File: config.mk
export PLATFORM = sky130hd
export DESIGN_NAME = demux_l2
export DESIGN_NICKNAME = d
export VERILOG_FILES = /design/src/rtl/demux_l2_pkg.sv /design/src/rtl/demux_l2_lane_fifo.sv /design/src/rtl/demux_l2.sv
export SDC_FILE = /design/constraint.sdc
export NUM_CORES = 1
export LEC_CHECK = 0
export CAP_MARGIN = 15
export CORE_ASPECT_RATIO = 1.1
export CORE_MARGIN = 5
export CORE_UTILIZATION = 36
export DETAILED_ROUTE_END_ITERATION = 12
export PLACE_DENSITY = 0.62
export SYNTH_ARGS = -nofsm -noshare
export SYNTH_HDL_FRONTEND = slang
export SYNTH_SLANG_ARGS = --single-unit
export TNS_END_PERCENT = 1
File: constraint.sdc
create_clock -name clk -period 3.3 [get_ports clk]
set_input_delay 0.66 -clock clk [delete_from_list [all_inputs] [get_ports clk]]
set_output_delay 0.66 -clock clk [all_outputs]
set_load 0.02 [all_outputs]
File: src/rtl/demux_l2_pkg.sv
// demux_l2_pkg: shared width/depth defaults and lane index constants.
// Rev 1.0
`default_nettype none

package demux_l2_pkg;

  localparam int  DEF_WIDTH = 8;
  localparam int  DEF_DEPTH = 4;
  localparam logic LANE0    = 1'b0;
  localparam logic LANE1    = 1'b1;

endpackage : demux_l2_pkg

`default_nettype wire

File: src/rtl/demux_l2_lane_fifo.sv
// lane_fifo: per-lane FIFO with registered, zero-when-idle read port and sticky overflow.
// Rev 1.0
`default_nettype none

module lane_fifo
  import demux_l2_pkg::*;
#(
  parameter int WIDTH = DEF_WIDTH,
  parameter int DEPTH = DEF_DEPTH
) (
  input  logic             clk,
  input  logic             rst_ni,
  input  logic             push_i,
  input  logic             pop_i,
  input  logic [WIDTH-1:0] data_i,
  output logic [WIDTH-1:0] data_o,
  output logic             valid_o,
  output logic             full_o,
  output logic             empty_o,
  output logic             overflow_o
);

  localparam int          AW       = $clog2(DEPTH);
  localparam logic [AW:0] CNT_FULL = (AW+1)'(DEPTH);

  logic [WIDTH-1:0] mem_q [DEPTH];
  logic [AW-1:0]    rd_ptr_q, rd_ptr_d;
  logic [AW-1:0]    wr_ptr_q, wr_ptr_d;
  logic [AW:0]      count_q, count_d;
  logic [WIDTH-1:0] data_q, data_d;
  logic             valid_q, valid_d;
  logic             ovf_q, ovf_d;
  logic             do_pop, do_push;

  assign full_o     = (count_q == CNT_FULL);
  assign empty_o    = (count_q == '0);
  assign data_o     = data_q;
  assign valid_o    = valid_q;
  assign overflow_o = ovf_q;

  // A pop frees a slot in the same cycle, so a full lane can still accept a push.
  always_comb begin
    do_pop   = pop_i && !empty_o;
    do_push  = push_i && (!full_o || do_pop);
    rd_ptr_d = rd_ptr_q;
    wr_ptr_d = wr_ptr_q;
    count_d  = count_q;
    data_d   = '0;
    valid_d  = do_pop;
    ovf_d    = ovf_q || (push_i && !do_push);
    if (do_pop) begin
      rd_ptr_d = rd_ptr_q + AW'(1);
      data_d   = mem_q[rd_ptr_q];
    end
    if (do_push) begin
      wr_ptr_d = wr_ptr_q + AW'(1);
    end
    unique case ({do_push, do_pop})
      2'b10:   count_d = count_q + (AW+1)'(1);
      2'b01:   count_d = count_q - (AW+1)'(1);
      default: count_d = count_q;
    endcase
  end

  always_ff @(posedge clk) begin
    if (!rst_ni) begin
      rd_ptr_q <= '0;
      wr_ptr_q <= '0;
      count_q  <= '0;
      data_q   <= '0;
      valid_q  <= 1'b0;
      ovf_q    <= 1'b0;
    end else begin
      rd_ptr_q <= rd_ptr_d;
      wr_ptr_q <= wr_ptr_d;
      count_q  <= count_d;
      data_q   <= data_d;
      valid_q  <= valid_d;
      ovf_q    <= ovf_d;
    end
  end

  // Storage is not reset; the pointers alone define what is live.
  always_ff @(posedge clk) begin
    if (rst_ni && do_push) begin
      mem_q[wr_ptr_q] <= data_i;
    end
  end

endmodule : lane_fifo

`default_nettype wire

File: src/rtl/demux_l2.sv
// demux_l2: splits an interleaved byte stream into two independent lane FIFOs.
// Rev 1.0
`default_nettype none

module demux_l2
  import demux_l2_pkg::*;
#(
  parameter int WIDTH = DEF_WIDTH,
  parameter int DEPTH = DEF_DEPTH
) (
  input  logic             clk,
  input  logic             reset_L,
  input  logic             valid_in,
  input  logic [WIDTH-1:0] data_in,
  input  logic             pop0,
  input  logic             pop1,
  output logic             lane_sel,
  output logic [WIDTH-1:0] data_out0,
  output logic [WIDTH-1:0] data_out1,
  output logic             valid_out0,
  output logic             valid_out1,
  output logic             full0,
  output logic             full1,
  output logic             empty0,
  output logic             empty1,
  output logic             overflow0,
  output logic             overflow1
);

  logic lane_sel_q, lane_sel_d;
  logic push0, push1;

  // Lane ownership alternates every cycle whether or not the slot carries data.
  assign lane_sel_d = ~lane_sel_q;
  assign lane_sel   = lane_sel_q;
  assign push0      = valid_in && (lane_sel_q == LANE0);
  assign push1      = valid_in && (lane_sel_q == LANE1);

  always_ff @(posedge clk) begin
    if (!reset_L) begin
      lane_sel_q <= LANE0;
    end else begin
      lane_sel_q <= lane_sel_d;
    end
  end

  lane_fifo #(.WIDTH(WIDTH), .DEPTH(DEPTH)) u_lane0 (
    .clk        (clk),
    .rst_ni     (reset_L),
    .push_i     (push0),
    .pop_i      (pop0),
    .data_i     (data_in),
    .data_o     (data_out0),
    .valid_o    (valid_out0),
    .full_o     (full0),
    .empty_o    (empty0),
    .overflow_o (overflow0)
  );

  lane_fifo #(.WIDTH(WIDTH), .DEPTH(DEPTH)) u_lane1 (
    .clk        (clk),
    .rst_ni     (reset_L),
    .push_i     (push1),
    .pop_i      (pop1),
    .data_i     (data_in),
    .data_o     (data_out1),
    .valid_o    (valid_out1),
    .full_o     (full1),
    .empty_o    (empty1),
    .overflow_o (overflow1)
  );

endmodule : demux_l2

`default_nettype wire

# [Word-level counts from Yosys, hierarchy flattened]
# Memories as Yosys holds them, arrays and structs flattened. A register that Yosys moved wholly into a read port is not among the register bits.
# Index checks and enable logic that the tools add are counted.
[classes] n_eq_ne=6 mux=6 n_addsub=8 n_bitwise=1 n_reduce_logical=28
[op_table] op="3-bit one-hot mux with 2 select lines" n=2
[op_table] op="1-bit logical AND" n=10
[op_table] op="2-bit by 1-bit adder with 2-bit output, second input constant" n=4
[op_table] op="1-bit zero test" n=8
[op_table] op="3-bit by 1-bit adder with 3-bit output, second input constant" n=2
[op_table] op="3-bit equality test, second input constant" n=2
[op_table] op="3-bit zero test" n=2
[op_table] op="3-bit by 1-bit subtractor with 3-bit output, second input constant" n=2
[op_table] op="2-bit by 1-bit equality test with 1-bit output, second input constant" n=2
[op_table] op="2-bit equality test, second input constant" n=2
[op_table] op="1-bit logical OR" n=4
[op_table] op="1-bit two-way mux" n=4
[op_table] op="2-bit AND reduction" n=2
[op_table] op="2-bit nonzero test" n=2
[op_table] op="1-bit inverter" n=1
[word_totals] n_memories=2 word_cells=62 out_inout_bits=25 ramBits=64 reg_bits=19 input_bits=13
[memory_table] name="u_lane0.mem_q" depth=4 width=8 rd=1 rd_ports_with_merged_regs=1 write_ports=1 line="demux_l2_lane_fifo.sv:26" rtl="logic [WIDTH-1:0] mem_q [DEPTH];"
[memory_table] name="u_lane1.mem_q" depth=4 width=8 rd=1 rd_ports_with_merged_regs=1 write_ports=1 line="demux_l2_lane_fifo.sv:26"

# [Logic depth before layout (Yosys ltp)]
# Gate-level depths: netlist of the first run.
[logic_depth] word_depth=8 mapped_depth=10 depth_no_buf=9

# [Modules after synthesis]
# From an unflattened synthesis of the first run, not the netlist that was laid out.
[unflattened] cells_unflattened=274 hier_area_um2=4012.6
[by_module_without_submodules] mod="lane_fifo" cells_per_inst=135 area_per_inst_um2=1986.9 seq_area_each_um2=1301.2 n_inst=2
[by_module_without_submodules] mod="demux_l2" cells_per_inst=4 area_per_inst_um2=38.8 seq_area_each_um2=20.0 n_inst=1

# [Least setup slack after synthesis of the first run]
# OpenSTA, ideal clock, no wires.
[synth_path] path_kind="input -> register" from="input pop1" to="register u_lane1.count_q[2]" setup_slack_ps=560 n_path_buf=1 required_ps=3224 arrival_ps=2665 setup_time_ps=76 cell_stages=10 cell_sequence="or4b_1 > nor2b_4 > buf_6 > inv_1 > ha_1 > inv_1 > fa_1 > xor2_1 > or3_1 > a21boi_0"
[synth_between] elab_chain_len=5 elab_cells_between_ends=7 classes_between="eq/ne: 2; mux: 1; reduce/logical: 4"
[synth_rtl] item="start, declared" line="demux_l2.sv:16" rtl="input logic pop1,"
[synth_rtl] item="1-bit logical AND *" line="demux_l2_lane_fifo.sv:43" rtl="do_pop = pop_i && !empty_o;"
[synth_rtl] item="1-bit logical OR" line="demux_l2_lane_fifo.sv:44" rtl="do_push = push_i && (!full_o || do_pop);"
[synth_rtl] item="1-bit logical AND" line="demux_l2_lane_fifo.sv:44"
[synth_rtl] item="2-bit by 1-bit equality test with 1-bit output / 2-bit equality test (equally long branches)" line="demux_l2_lane_fifo.sv:58" rtl="unique case ({do_push, do_pop})"
[synth_rtl] item="3-bit one-hot mux with 2 select lines / 2-bit nonzero test (equally long branches)"
[synth_rtl] item="end signal, assigned" line="demux_l2_lane_fifo.sv:76" rtl="count_q <= count_d;"
[synth_rtl] item="end, declared" line="demux_l2_lane_fifo.sv:29" rtl="logic [AW:0] count_q, count_d;"
# Mark *: on every way between the ends. The rest lies on a longest branch, timed or not.
# A chain may end at the register's enable or synchronous reset.

# [Final worst setup path of the first run]
# Same ends and word-level chain as after synthesis.

==> flow_summary.yaml, run 1 <==
run_status:
  status: "finished clean"
min_path:
  hold-path-cell-count: 1
  hold_class: "flip-flop to flip-flop"
synthesis:
  synth_top_area_cell: "edfxtp_1"
  synth_top_area_share_pct: 50.3
  synthFlopType: "edfxtp_1"
  synthTopCellsByCount: "edfxtp_1, dfxtp_1, and3_1, mux4_2, inv_1"
  synthDistinctLibCells: 35
  ys_seq_area_share_pct: 68.6
  synthArstFlopShare_pct: 0
  synth_area_leaders: "edfxtp_1, dfxtp_1, mux4_2"
  syn-cell-area_um2: 3820
  synthCells: 240
  yosysWarnings: 0
  synth_seq_cells: 99
  syn_area_per_cell_um2: 15.9
  yosysMostFrequentCell: "edfxtp_1"
  synth-edff-count: 64
  syn_nets: 264
place:
  hpwl_um: 4410
  place_congestion: 0.703
  numPortBuffers: 37
worst_setup_path:
  required_ps: 3560
  end_kind: "flip-flop"
  slowest_stage: "or4b_1"
  crit_fanout: 7
  crit_type: "input pin to flip-flop"
  rr_worst_depth: 9
  worstPathCellList: "clkdlybuf4s50_1 > or4b_1 > nor2b_4 > inv_1 > ha_1 > inv_1 > fa_1 > xor2_1 > or3_1 > a21boi_0"
  crit_top_cell: "inv_1"
  max_stage_delay_ps: 500
  arrival_ps: 3100
  start_kind: "input pin"
power_and_ir_drop:
  finalPower_mw: 3.31
  ir_drop_v: 0.000292
  p_leak_nw: 1.68
  cellPowerDensity_nw_per_um2: 709
floorplanning:
  core_um2: 10400
  die-height_um: 118
  pin_count: 38
  rows: 39
  die_area_um2: 12800
  die_x_um: 108
  start_util_pct: 36.8
timing:
  fin_worst_skew_ps: 8.36
  relSlewSlack_pct: 57.0
  tns_ps: 0
  fmax_ghz: 0.352
  whs_ps: 466
  rsz0062_at_grt: "no"
  final_hold_viol_count: 0
  period_needed_ps: 2840
  report.final.slew_viol_count: 0
  worstMarginPinSlew_ps: 644
  setup_violations: 0
  fin_crit_sh_pct: 86.2
global_route:
  grt_pass1_vias: 2139
  grt_usage_pct: 11.3
  overflow: 0
  grt_max_degree: 22
  antenna_found_initial: 0
  grt_pass1_wl_um: 10800
clock_tree:
  cts_max_path_buffers: 2
  post_cts_resize_count: 0
  clock_latency_ps: 340
  htree_levels: 3
  post_cts_buffers: 0
  cts_tree: "built"
  cts_hold_buffers: 0
  clkSlewWorstSetupHoldPaths_ps: 60
  numCtsBuffers: 9
  numClockSinks: 99
  cts_root_buffer: "clkbuf_16"
final_layout:
  nets: 304
  regArea_um2: 2620
  finish.utilization_pct: 45.0
  num-fill-cells: 915
  drive_above_1_share_pct: 14.7
  diodes: 0
  multi_input_area_um2: 1090
  syn_to_final_growth_pct: 22.2
route:
  post-route-drc-count: 0
  drt-total-wl_um: 6680
  vias: 2019
  wl_per_cell_um: 15.6
  via_per_inst: 4.72
  drt-initial-drc-count: 84
  dr.pass1.iters: 4
  ant_nets: 0
job:
  maxCapViolations: 0
==> layout make-up <==
cell class	count	area share [%]
Sequential cell	99	56.1
Multi-Input combinational cell	115	23.4
Inverter	14	1.12
Timing Repair Buffer	41	8.57
Tap cell	143	3.83
Clock inverter	6	2.06
Clock buffer	10	4.90
==> logic make-up after synthesis <==
logic type | count (synthesis) | share of synthesized area, %
DFF | 99 | 68.6
muxes | 20 | 10.5
and+or+nand+nor | 62 | 9.75
adders and majority gates | 11 | 3.99
AOI/OAI and AO/OA | 13 | 2.29
xor gates and xnor gates | 9 | 2.06
buffers and inverters | 26 | 2.85
==> per-layer routing <==
layer | GRT usage (%) | routed length, µm | vias to the layer above
li1 | - | - | 965
met1 | 12.8 | 2730 | 1010
met2 | 19.5 | 3490 | 32
met3 | 2.41 | 294 | 12
met4 | 6.16 | 172 | 0
met5 | 0 | 0 | -
==> stage by stage <==
| step | std cells | cell area (µm²) | setup slack, ps |
|---|---|---|---|
| detailed placement | 412 | 4350 | 102 |
| CTS | 428 | 4670 | 447 |
| global placement | 412 | 4350 | 191 |
| finish | 428 | 4670 | 456 |
| floorplan | 240 | 3820 | 560 |
| global route | 428 | 4670 | 323 |
==> state kept, by name, indices dropped and copies added (netlist names) <==
register,cells
u_lane0.mem_q,32
u_lane1.mem_q,32
u_lane0.data_o,8
u_lane1.data_o,8
u_lane0.count_q,3
u_lane1.count_q,3
u_lane0.rd_ptr_q,2
u_lane0.wr_ptr_q,2
u_lane1.rd_ptr_q,2
u_lane1.wr_ptr_q,2
lane_sel,1
u_lane0.overflow_o,1
u_lane0.valid_o,1
u_lane1.overflow_o,1
u_lane1.valid_o,1
==> worst paths after layout <==
| kind | startpoint | slack (ps) | end |
|---|---|---|---|
| min | lane_sel$_SDFF_PN0_ | 470 | lane_sel$_SDFF_PN0_ |
| max reg2reg | u_lane1.count_q[0]$_SDFFE_PN0P_ | 790 | u_lane1.count_q[2]$_SDFFE_PN0P_ |
| min reg2reg | lane_sel$_SDFF_PN0_ | 470 | lane_sel$_SDFF_PN0_ |
| max | pop1 | 460 | u_lane1.count_q[2]$_SDFFE_PN0P_ |
==> layout by cell type, fill, tap and decap left out, types with 5 or more instances in the layout <==
master and instances:
edfxtp_1 64, clkdlybuf4s50_1 37, dfxtp_1 35, and3_1 23, mux4_2 16, inv_1 14
and2_1 9, nand2_1 9, ha_1 9, clkbuf_16 9, xnor2_1 5
==> worst max-delay path, delay by kind of cell <==
kind	cells	cell delay, ps
buffers and inverters	3	540
AOI/OAI and AO/OA	1	180
adders and majority gates	2	590
xor gates and xnor gates	1	150
and+or+nand+nor	3	970
==> where the power goes <==
part           switching, mW  internal [mW]
clock network          0.461          0.675
logic                  0.292          0.353
registers              0.121           1.41
total                  0.874           2.44
Note: power is estimated with default switching activity, not from simulation.
==> run 2, diff against run 1 <==
Settings changed: PLACE_DENSITY 0.62 to 0.58.
==> run 2 against run 1 <==
First-iteration DRC count rose by 6.0%. Global-route usage barely moved. Critical path depth did not move. Die area did not move. Largest power group unchanged.
==> flow_summary.yaml, run 2 (synthesized netlist as in run 1, its figures left out) <==
floorplanning:
  die_area_um2: 12800
  pin_count: 38
  die-height_um: 118
  die_x_um: 108
  start_util_pct: 36.8
  core_um2: 10400
  rows: 39
timing:
  worstMarginPinSlew_ps: 648
  whs_ps: 456
  final_hold_viol_count: 0
  fin_crit_sh_pct: 87.8
  report.final.slew_viol_count: 0
  fmax_ghz: 0.345
  tns_ps: 0
  setup_violations: 0
  fin_worst_skew_ps: 6.54
  relSlewSlack_pct: 56.7
  rsz0062_at_grt: "no"
  period_needed_ps: 2900
global_route:
  grt_usage_pct: 11.2
  antenna_found_initial: 0
  overflow: 0
  grt_max_degree: 22
  grt_pass1_vias: 2099
  grt_pass1_wl_um: 10800
clock_tree:
  numCtsBuffers: 9
  numClockSinks: 99
  htree_levels: 3
  cts_max_path_buffers: 2
  cts_tree: "built"
  post_cts_resize_count: 0
  post_cts_buffers: 0
  cts_root_buffer: "clkbuf_16"
  cts_hold_buffers: 0
  clkSlewWorstSetupHoldPaths_ps: 60
  clock_latency_ps: 330
route:
  drt-initial-drc-count: 89
  via_per_inst: 4.71
  vias: 2018
  ant_nets: 0
  drt-total-wl_um: 6510
  post-route-drc-count: 0
  wl_per_cell_um: 15.2
  dr.pass1.iters: 4
worst_setup_path:
  start_kind: "input pin"
  worstPathCellList: "clkdlybuf4s50_1 > or4b_1 > nor2b_4 > inv_1 > ha_1 > inv_1 > fa_1 > xor2_1 > or3_1 > a21boi_0"
  arrival_ps: 3140
  crit_top_cell: "inv_1"
  crit_family: "simple AND/OR/NAND/NOR gates"
  slowest_stage: "or4b_1"
  max_stage_delay_ps: 510
  end_kind: "flip-flop"
  crit_buf_inv: 3
  required_ps: 3540
  crit_fanout: 7
  crit_type: "input pin to flip-flop"
place:
  numPortBuffers: 37
  place_congestion: 0.698
  dpl_cell_area_um2: 4350
  hpwl_um: 4410
power_and_ir_drop:
  cellPowerDensity_nw_per_um2: 716
  p_leak_nw: 1.70
  ir_drop_v: 0.000254
  finalPower_mw: 3.37
final_layout:
  diodes: 0
  syn_to_final_growth_pct: 23.0
  num-fill-cells: 923
  final_cell_mix: "edfxtp_1, clkdlybuf4s50_1, dfxtp_1, and3_1, mux4_2"
  final_cell_area_um2: 4700
  reg_top3: "u_lane0.mem_q x32, u_lane1.mem_q x32"
  drive_above_1_share_pct: 15.1
  nets: 304
  final_common_cell: "edfxtp_1"
run_status:
  status: "finished clean"
min_path:
  hold_class: "flip-flop to flip-flop"
job:
  maxCapViolations: 0
## run 2: changes by cell type in the layout (fill, tap and decap cells not counted), sizes merged
cell      delta
inv          -2
clkinv       +3
clkinvlp     -1
## run 2: final timing paths
kind / slack, ps / end / start / cells past startpoint
worst min register to register: 460 / lane_sel$_SDFF_PN0_ / lane_sel$_SDFF_PN0_ / 1
worst max register to register: 750 / u_lane1.count_q[2]$_SDFFE_PN0P_ / u_lane1.count_q[0]$_SDFFE_PN0P_ / 9
worst max-delay path: 400 / u_lane1.count_q[2]$_SDFFE_PN0P_ / pop1 / 10
worst min-delay path: 460 / lane_sel$_SDFF_PN0_ / lane_sel$_SDFF_PN0_ / 1
## run 2: area by class of cell
type                            count  area [µm²]  area share [%]
Sequential cell                    99        2620            55.8
Tap cell                          143         179            3.81
Clock buffer                       10         250            5.32
Multi-Input combinational cell    115        1090            23.2
Inverter                           14        52.6            1.12
Timing Repair Buffer               41         400            8.52
Clock inverter                      6         105            2.24
## run 2: per-layer routing
metal	GRT usage (%)	part of all wire, %	wire [µm]
met5	0	0	0
met4	4.97	1.9	125
met3	2.80	3.5	228
met2	18.7	52	3390
met1	13.6	42	2770
## run 2: report_power, final
part           leakage (nW)  total, mW  switching [mW]  internal [mW]
Combinational         0.665      0.651           0.293          0.357
Sequential            0.863       1.53           0.117           1.41
Clock                 0.173       1.19           0.468          0.725
Total                  1.70       3.37           0.878           2.49
## run 2: metrics by stage
stage	setup slack, ps	std cells	util, %
detailed placement	50.6	412	41.8
global route	247	428	45.2
CTS	417	428	45.2
floorplan	560	240	-
finish	402	428	45.2
global placement	189	412	41.8
==> run 3, diff against run 2 <==
Settings changed: CAP_MARGIN 15 to 5.
==> results of run 3 <==
Final layout, timing and power as in run 2 (identical DEF).
==> edit (settings of run 3) <==
`DEF_DEPTH`: 4 -> 8.
--- a/src/rtl/demux_l2_pkg.sv
+++ b/src/rtl/demux_l2_pkg.sv
@@ -5,7 +5,7 @@
 package demux_l2_pkg;
 
   localparam int  DEF_WIDTH = 8;
-  localparam int  DEF_DEPTH = 4;
+  localparam int  DEF_DEPTH = 8;
   localparam logic LANE0    = 1'b0;
   localparam logic LANE1    = 1'b1;
 
Behaviour: not the same (Yosys sat finds a counterexample within 10 cycles, from zero or initial values and one cycle with reset_L low).
==> edit against run 3 <==
- wire length up 81%
- largest power group unchanged
- design area up 67%
- sequential cell count up 70
- sequential power up 65%
- area after synthesis up 71%
- power up 60%
- critical path type is now reg2out
- largest cell class unchanged
- die area up 64%
- setup slack better by 0.21 ns
==> edit: results (changes against run 3) <==
[outcome]
status=complete, no violations

[timing]
skew_ns=0.00837  ; +0.00183 ns
slew_headroom=0.357  ; -0.210

[synthesis]
ys_top_cells_by_count=edfxtp_1 (128), dfxtp_1 (41), mux4_2 (32)
syn_nets=406  ; +54%
syn-instance-count=381  ; +59%
synth_area_leaders=edfxtp_1 (59%), dfxtp_1 (13%), mux4_2 (11%)

[cts]
cts_buffers=17  ; +8
htree_levels=4  ; +1
clk_latency_ns=0.41  ; +0.08 ns

[worst_setup_path]
r2r_cells=8  ; -1
crit_fanout=6  ; -1
reg2reg_from=u_lane0.count_q[0]
cp_slowest_cell=clkdlybuf4s50_1
worstSetupEndpoint=full0
cp_slowest_stage_delay_ns=0.60  ; +0.09 ns

[power_and_ir_drop]
switching_power_mw=1.38  ; +57%
p_leak_nw=2.63  ; +55%

[global_routing]
grt_usage=0.119  ; +0.00713
grt_max_degree=19  ; -14%

[drt]
drt-initial-drc-count=178  ; +100%
wl_per_cell_um=17.0  ; +12%
dr_wl_met2_mm=5.71  ; +69%
route.met3.wl_um=384  ; +68%
met1_length_mm=5.39  ; +95%
vias=3371  ; +67%

[finish]
nNonClkBuffers=58  ; +41%
multi_input_area_share=0.226  ; -0.00677
fill_cells=1568  ; +70%
nets=468  ; +54%
clock_buffers=22  ; +12
top_regs=u_lane0.mem_q (64), u_lane1.mem_q (64)
seq-cell-share=0.594  ; +0.0365
bufAreaShareNonClock=0.0673  ; -0.0179
clock_area_frac=0.0689  ; -0.00672

[placed_design]
dpl_worst_slack_ns=0.412  ; +0.361 ns
place.gp.congestion=0.784  ; +12%
dp_hpwl_mm=7.43  ; +69%
place_area_um2=7310  ; +68%

[die]
coreArea_um2=17800  ; +71%

[hold_path]
min_from=u_lane0.overflow_o

==> edit: power by group through the flow <==
stage | Sequential, mW | Combinational [mW] | Clock (mW)
2_1_floorplan | 2.56 | 0.755 | 0
3_3_place_gp | 2.56 | 1.07 | 0
3_5_place_dp | 2.56 | 1.10 | 0
4_1_cts | 2.52 | 1.10 | 1.86
5_1_grt | 2.53 | 1.20 | 1.94
6_report | 2.52 | 1.08 | 1.80
==> edit: cell families after synthesis <==
logic type,after synthesis,synth area share
AO/OA/AOI/OAI,18,0.0185
XOR/XNOR,8,0.0107
adder cells (fa/ha/maj),12,0.0252
buffers and inverters,28,0.0180
flip-flops,169,0.712
multiplexers,56,0.147
AND/OR/NAND/NOR,90,0.0691
==> edit: worst max-delay path, delay by kind of cell, from the launching register on <==
kind	cells	cell delay, ns
buffers and inverters	2	0.67
and+or+nand+nor	1	0.58
DFF	1	0.37
==> edit: routing by layer <==
metal,global-route usage,vias up
met3,0.0348,22
met1,0.146,1709
li1,-,1575
met2,0.196,65
met5,0,-
met4,0.0587,0
